[config.mk]
export PLATFORM = sky130hd
export DESIGN_NAME = timer_counter_core
export DESIGN_NICKNAME = d
export VERILOG_FILES = /design/src/rtl/timer_counter_core.sv
export SDC_FILE = /design/constraint.sdc
export NUM_CORES = 1
export LEC_CHECK = 0
export CAP_MARGIN = 20
export CELL_PAD_IN_SITES_DETAIL_PLACEMENT = 0
export CELL_PAD_IN_SITES_GLOBAL_PLACEMENT = 1
export CORE_MARGIN = 10
export CORE_UTILIZATION = 36
export DETAILED_ROUTE_END_ITERATION = 16
export GPL_ROUTABILITY_DRIVEN = 1
export GPL_TIMING_DRIVEN = 0
export PLACE_DENSITY = 0.82
export SYNTH_ARGS = -nofsm -noshare
export SYNTH_HDL_FRONTEND = slang
export SYNTH_SLANG_ARGS = --single-unit
[constraint.sdc]
create_clock -name clk -period 2.25 [get_ports clk]
set_clock_uncertainty 0.05 [all_clocks]
set_input_delay 0.225 -clock clk [delete_from_list [all_inputs] [get_ports clk]]
set_output_delay 0.225 -clock clk [all_outputs]
set_load 0.005 [all_outputs]
[src/rtl/timer_counter_core.sv]
// -----------------------------------------------------------------------------
// timer_counter_core
//
// Counting stage of the 8-bit timer. It takes the timer-control fields produced
// by the APB register controller and runs a prescaled up/down counter, then
// hands back single-cycle overflow/underflow pulses that the controller latches
// into its status register.
//
// Everything runs on clk. The prescaler produces a one-cycle count enable
// (tick); it never creates a derived clock.
//
// Ports
//   clk            in   system clock, rising-edge active
//   rst_n          in   asynchronous, active-low reset
//   start_counter  in   WIDTH  value forced into the counter while load=1
//   load           in   level, highest priority: counter <= start_counter
//   up_down        in   0 = count up, 1 = count down
//   enable         in   level, counting permitted
//   clk_sel        in   2  tick divisor: 00 /2, 01 /4, 10 /8, 11 /16
//   tcnt           out  WIDTH  current counter value
//   tick           out  combinational count-enable strobe (observability)
//   overflow       out  one-clk pulse when an up-count wraps max -> 0
//   underflow      out  one-clk pulse when a down-count wraps 0 -> max
//   state_dbg      out  current FSM state, 0 = STOP, 1 = COUNT
//
// Handshake: there is no valid/ready pair. Inputs are levels sampled on every
// rising edge; outputs are valid every cycle, and overflow/underflow are
// high for exactly the one cycle in which tcnt shows the wrapped value.
// -----------------------------------------------------------------------------
module timer_counter_core #(
  parameter int WIDTH   = 8,
  parameter int PRESC_W = 4
) (
  input  logic             clk,
  input  logic             rst_n,
  input  logic [WIDTH-1:0] start_counter,
  input  logic             load,
  input  logic             up_down,
  input  logic             enable,
  input  logic [1:0]       clk_sel,
  output logic [WIDTH-1:0] tcnt,
  output logic             tick,
  output logic             overflow,
  output logic             underflow,
  output logic             state_dbg
);

  typedef enum logic {
    ST_STOP  = 1'b0,
    ST_COUNT = 1'b1
  } state_e;

  state_e             state_q, state_d;
  logic [PRESC_W-1:0] presc_q, presc_d;
  logic [PRESC_W-1:0] presc_max;
  logic [1:0]         sel_q;
  logic               sel_chg;
  logic               tick_w;
  logic [WIDTH-1:0]   tcnt_q, tcnt_d;
  logic               ovf_q, ovf_d;
  logic               unf_q, unf_d;

  // Terminal prescaler value is DIV-1 with DIV = 2 << clk_sel (2, 4, 8, 16).
  assign presc_max = PRESC_W'((32'd2 << clk_sel) - 32'd1);

  // A divisor change restarts the period so no shortened period can tick.
  assign sel_chg = (clk_sel != sel_q);

  assign tick_w = (state_q == ST_COUNT) & ~load & ~sel_chg & (presc_q == presc_max);

  // ---------------------------------------------------------------------------
  // FSM: STOP <-> COUNT. load keeps/forces STOP so that releasing load always
  // starts a fresh, full prescaler period.
  // ---------------------------------------------------------------------------
  always_comb begin
    state_d = state_q;
    case (state_q)
      ST_STOP: begin
        if (enable && !load) state_d = ST_COUNT;
      end
      ST_COUNT: begin
        if (!enable || load) state_d = ST_STOP;
      end
      default: state_d = ST_STOP;
    endcase
  end

  // ---------------------------------------------------------------------------
  // Prescaler next state.
  // ---------------------------------------------------------------------------
  always_comb begin
    presc_d = presc_q;
    if ((state_q != ST_COUNT) || load || sel_chg) begin
      presc_d = '0;
    end else if (presc_q == presc_max) begin
      presc_d = '0;
    end else begin
      presc_d = presc_q + PRESC_W'(1);
    end
  end

  // ---------------------------------------------------------------------------
  // Counter and wrap flags. load beats tick; flags are computed from the
  // pre-edge count so they line up with the cycle showing the wrapped value.
  // ---------------------------------------------------------------------------
  always_comb begin
    tcnt_d = tcnt_q;
    ovf_d  = 1'b0;
    unf_d  = 1'b0;
    if (load) begin
      tcnt_d = start_counter;
    end else if (tick_w) begin
      if (!up_down) begin
        tcnt_d = tcnt_q + WIDTH'(1);
        ovf_d  = (tcnt_q == {WIDTH{1'b1}});
      end else begin
        tcnt_d = tcnt_q - WIDTH'(1);
        unf_d  = (tcnt_q == '0);
      end
    end
  end

  always_ff @(posedge clk or negedge rst_n) begin
    if (!rst_n) begin
      state_q <= ST_STOP;
      presc_q <= '0;
      sel_q   <= 2'b00;
      tcnt_q  <= '0;
      ovf_q   <= 1'b0;
      unf_q   <= 1'b0;
    end else begin
      state_q <= state_d;
      presc_q <= presc_d;
      sel_q   <= clk_sel;
      tcnt_q  <= tcnt_d;
      ovf_q   <= ovf_d;
      unf_q   <= unf_d;
    end
  end

  assign tcnt      = tcnt_q;
  assign tick      = tick_w;
  assign overflow  = ovf_q;
  assign underflow = unf_q;
  assign state_dbg = state_q;

endmodule

# After elaboration in Yosys (flattened, before gate mapping)
# Cells that the tools add are included.
[classes]
add_sub_neg = 4
n_shift = 1
n_reduce_logical = 8
eq_ne = 3
n_bitwise = 6
muxes = 14
[op_table]
columns = ["cell", "count"]
rows = [
  ["two-way mux 8 bit", 3],
  ["adder 8 x 1 -> 8 bit (second input constant)", 1],
  ["equality test 8 bit (second input constant)", 1],
  ["logical NOT 8 bit", 1],
  ["two-way mux 1 bit", 8],
  ["two-way mux 4 bit", 2],
  ["subtractor 8 x 1 -> 8 bit (second input constant)", 1],
  ["adder 4 x 1 -> 4 bit (second input constant)", 1],
  ["equality test 4 bit", 1],
  ["<< shifter 2 x 2 -> 4 bit (first input constant)", 1],
  ["subtractor 4 x 1 -> 4 bit (second input constant)", 1],
  ["bitwise AND 1 bit", 3],
  ["logical OR 1 bit", 3],
  ["NOT 1 bit", 3],
  ["logical NOT 1 bit", 2],
  ["!= test 2 bit", 1],
  ["one-hot mux 1 bit (2 select lines)", 1],
  ["nonzero test 2 bit", 1],
  ["logical AND 1 bit", 1],
]
[totals]
word_cells = 42
reg_bits = 17

# Logic depth before layout (Yosys ltp)
[logic_depth]
ltp_word = 6
ltp_mapped = 9
ltp_nobuf = 8

# Worst setup path before layout
# OpenSTA, ideal clock, no wires.
[synth_timing]
kind = "reg2reg"
startpoint = "register tcnt_q[1], in the netlist tcnt[1]"
endpoint = "register tcnt_q[7], in the netlist tcnt[7]"
setup_slack_ns = 0.423
arrival_time_ns = 1.652
path_stages_with_launch = 8
n_path_buf = 0
cell_sequence = "dfrtp_1 -> ha_1 -> a211oi_1 -> o21ai_0 -> o31ai_1 -> a41oi_1 -> a32oi_1 -> o21ai_2"
[synth_via]
elab_chain_cells = 4
[synth_lines]
columns = ["item", "line", "rtl"]
rows = [
  ["start: declaration", "59", "logic [WIDTH-1:0] tcnt_q, tcnt_d;"],
  ["start signal: assignment", "135", "tcnt_q <= tcnt_d;"],
  ["adder 8 x 1 -> 8 bit or subtractor 8 x 1 -> 8 bit (tied branches)", "114, 117", ""],
  ["two-way mux 8 bit *", "113", "if (!up_down) begin"],
  ["two-way mux 8 bit *", "112", "end else if (tick_w) begin"],
  ["two-way mux 8 bit *", "110", "if (load) begin"],
]
# Mark *: on every way between the ends. The rest lies on a longest branch, timed or not. The select of a mux whose other input is x is not followed.
# A chain may end at the register's enable or synchronous reset.

# Worst setup path in the final report
[layout_timing]
startpoint = "register presc_q[2]"
endpoint = "output port tick"
[layout_via]
elab_chain_cells = 2
[layout_lines]
columns = ["item", "line", "rtl"]
rows = [
  ["start: declaration", "54", "logic [PRESC_W-1:0] presc_q, presc_d;"],
  ["start signal: assignment", "133", "presc_q <= presc_d;"],
  ["equality test 4 bit", "69", "assign tick_w = (state_q == ST_COUNT) & ~load & ~sel_chg & (presc_q == presc_max);"],
  ["bitwise AND 1 bit", "69", ""],
  ["end: declaration", "42", "output logic tick,"],
]
# Every way passes these cells.

==> results by group <==
STA
  – Relative slew slack: 51.58%
  – RSZ-0062 raised after global routing: yes
  – Tightest Pin Transition: 724.0 ps
  – Hold_ws: 98.13 ps
  – Final Setup Violations: 0
  – Slew Viols, Final: 0
  – Hold Fails Final Rpt: 0
  – Crit share post-route: 96.43%
  – PnR worst setup slack: about 80 ps
  – Tmin final: 2170 ps
  – Maximum clock rate: 460.9 MHz

Synth
  – Most used DFF post-synth: dfrtp_1
  – Post-synth top area share: between 30% and 40%
  – Synth area leaders: dfrtp_1 40%, ha_1 8.2%, o21ai_0 3.3%, xnor2_1 3.3%, xor2_1 3.3%
  – Synth warnings: 0
  – Mean Syn Cell Area: approximately 9.9 um^2
  – Post-synthesis sequential area ratio: 39.91%
  – Post-synth EDFFs: 0
  – Synth area leader: dfrtp_1
  – Post-synth ARST share: 100.0%
  – Post-Syn Area: 0.001066 mm^2
  – Netlist cell types: 38
  – Net Count, Synth: 131
  – Mapped Cells: between 100 and 150
  – Synth Register Bits: 17

Clock tree
  – Clock sinks: 17
  – Clock-pin transition on the worst setup and hold timing paths: 100 ps
  – Clock Path Buffers: 2
  – CTS tree: built
  – Root Driver: clkbuf_4
  – Hold Buf Count CTS: 0
  – Worst-skew pair later-pin latency: 290 ps
  – CTS H-tree depth: 1
  – Cts bufs inserted: 3

Setup path
  – CP Max Fanout: 10
  – Critical Path Max Stage Delay: roughly 520 ps
  – Critical Setup Path Class: reg -> out
  – Reg2reg setup slack: 180 ps
  – WP buf/inv: 2
  – Crit path from: presc_q[2]
  – Worst r2r src: tcnt[1]
  – R2R depth: 7
  – CP delay by family, top: buffers and inverters
  – Data arrival, critical path: around 1900 ps
  – CP max stage cell: clkdlybuf4s50_1
  – Worst setup SP type: register
  – WP data required: 1980 ps
  – Crit Reg-Reg Endpoint: tcnt[7]
  – Worst setup EP type: output pin
  – CP cell instances: nor3_2, o211ai_2, nand2_2, nand2b_4, inv_4, clkdlybuf4s50_1

Cells and area
  – Area of the multi-input gates: between 500 and 600 um^2
  – Share of layout cells above drive strength 1: a little under a tenth
  – Number of diodes: 0
  – Register area: 425.4 um^2
  – Final nets: 162
  – Non-Filler Instances: ~170
  – Fin util: a little under 50%
  – Area Growth Syn to Fin: 30.75%
  – Fillers: 265

Floorplanning
  – Die ar.: 0.005538 mm^2
  – FP Rows: 19
  – Ports: 27
  – Initial core utilization: 38.00%
  – Core Footprint: around 0.0028 mm^2
  – Die width: 74.42 um
  – Die Height: between 70 and 80 um

Power
  – Switching Fraction: 30.13%
  – Internal power: 0.4948 mW
  – Final Power: between 0.7 and 0.8 mW
  – Clock power share: 23.5%
  – Leakage power: between 0.6 and 0.7 nW
  – Sequential power share: between 40% and 50%
  – PD cells: 508.0 mW/mm^2
  – Max VDD drop: 0.1495 mV
  – Combinational group share of total power: 28.0%
  – P_sw: 0.2133 mW

Global route
  – Largest net degree at the start of global routing: 18
  – Overflow after GRT: 0
  – Initial antenna violation count: 0
  – Total global-route track usage: under 10%
  – Number of global-route vias before repair: 929
  – First-pass GRT wire length: 4.416 mm

Placement
  – Setup WS pre-CTS: -369.7 ps
  – Placed wire-length estimate: 2.002 mm
  – GPL Wtd Cong: 0.8272
  – Placed cell count: roughly 160
  – Port Buffers: 25

Worst hold path
  – Min-delay src: load
  – Worst hold path depth: 2
  – Hold crit path type: in -> reg
  – Hold endpoint: state_dbg

Route
  – TritonRoute pass-1 iters: 4
  – DRC viols: 0
  – Antenna Nets Post-Route: 0
  – Via count: 915
  – Routed WL: 2.560 mm
  – 1st-iter DRT viols: 50
  – Drt wl/cell: between 15 and 20 um
  – Vias per cell: 5.414

Outcome
  – Outcome: finished clean

Job
  – Max-Cap Viols: 0
## how the worst max path moves through the flow
stage | end | cells past startpoint
6_report | tick | 6
4_1_cts | tick | 7
2_1_floorplan | tcnt[7] | 7
3_5_place_dp | tcnt[7] | 8
5_1_grt | tick | 6
3_3_place_gp | tcnt[7] | 8
## metal layers
| layer | vias to the layer above | global-route usage [%] | part of all wire [%] |
|---|---|---|---|
| met1 | 417 | 12.50 | 44 |
| met5 | - | 0 | 0 |
| met4 | 0 | 5.882 | 2.6 |
| met3 | 6 | 1.862 | 6.9 |
| li1 | 458 | - | - |
| met2 | 34 | 15.66 | 46 |
## repair_timing
item,4_1_cts,5_1_grt
cloned,0,0
pin swaps,2,0
endpoints found under the setup margin,2,2
setup buffers,1,0
gates resized for setup,3,2
## synth_stat cells, drive strengths merged (4+ instances only)
master  count
o21ai       8
inv         8
xor2        4
ha          7
xnor2       4
nor3        5
dfrtp      17
a21oi       5
nand2       5
nor2        8
## logic make-up after synthesis
family                   after synthesis  share of synthesized area [%]
AO/OA/AOI/OAI                         30                          20.19
XOR/XNOR                               8                          6.572
adder cells (fa/ha/maj)                8                          10.09
buffers and inverters                 10                          4.813
flip-flops                            17                          39.91
AND/OR/NAND/NOR                       35                          18.43
## worst register-to-register path: stages, from the launching register on
cell and delay, ps:
dfrtp_1 470, ha_1 320, a211oi_1 250, o21ai_1 170, o31ai_1 260, a41oi_1 100, a32oi_1 270, o21ai_2 70
## flip-flops by register name, indices dropped and copies added (netlist names)
name,cells
overflow,1
presc_q,4
sel_q,2
tcnt,8
underflow,1
state_dbg,1
## final cells by class
class / count / share of cell area, %
Tap cell: 31 / 2.783
Clock buffer: 4 / 1.885
Multi-Input combinational cell: 81 / 42.64
Buffer: 2 / 1.346
Inverter: 8 / 2.334
Timing Repair Buffer: 26 / 18.49
Sequential cell: 17 / 30.52
## layout by cell type, fill, tap and decap left out, types with 2 or more instances in the layout
master	n
nor4_1	3
dlygate4sd2_1	2
buf_4	2
xor2_1	4
nor3_1	4
a21oi_1	5
o221a_1	3
nand3_1	2
inv_1	7
dfrtp_1	17
a22oi_1	2
nor2b_1	3
clkdlybuf4s50_1	22
nand2_1	4
o21ai_0	6
and2_1	2
a21o_1	2
ha_1	7
nor3b_1	2
nor2_1	8
clkbuf_4	3
nand4_1	2
xnor2_1	4
## metrics by stage
step	TNS (ps)	area, um^2
global placement	-741.5	1355
detailed placement	-987.2	1355
CTS	0	1391
floorplan	0	1066
finish	0	1394
global route	-25.30	1394
## power by group through the flow
stage | clock network, mW | logic [mW] | registers, mW
finish | 0.167 | 0.198 | 0.343
floorplan | 0 | 0.113 | 0.345
CTS | 0.168 | 0.199 | 0.344
global placement | 0 | 0.195 | 0.349
global route | 0.178 | 0.224 | 0.347
detailed placement | 0 | 0.198 | 0.350
Power figures use the tool's default switching activity.
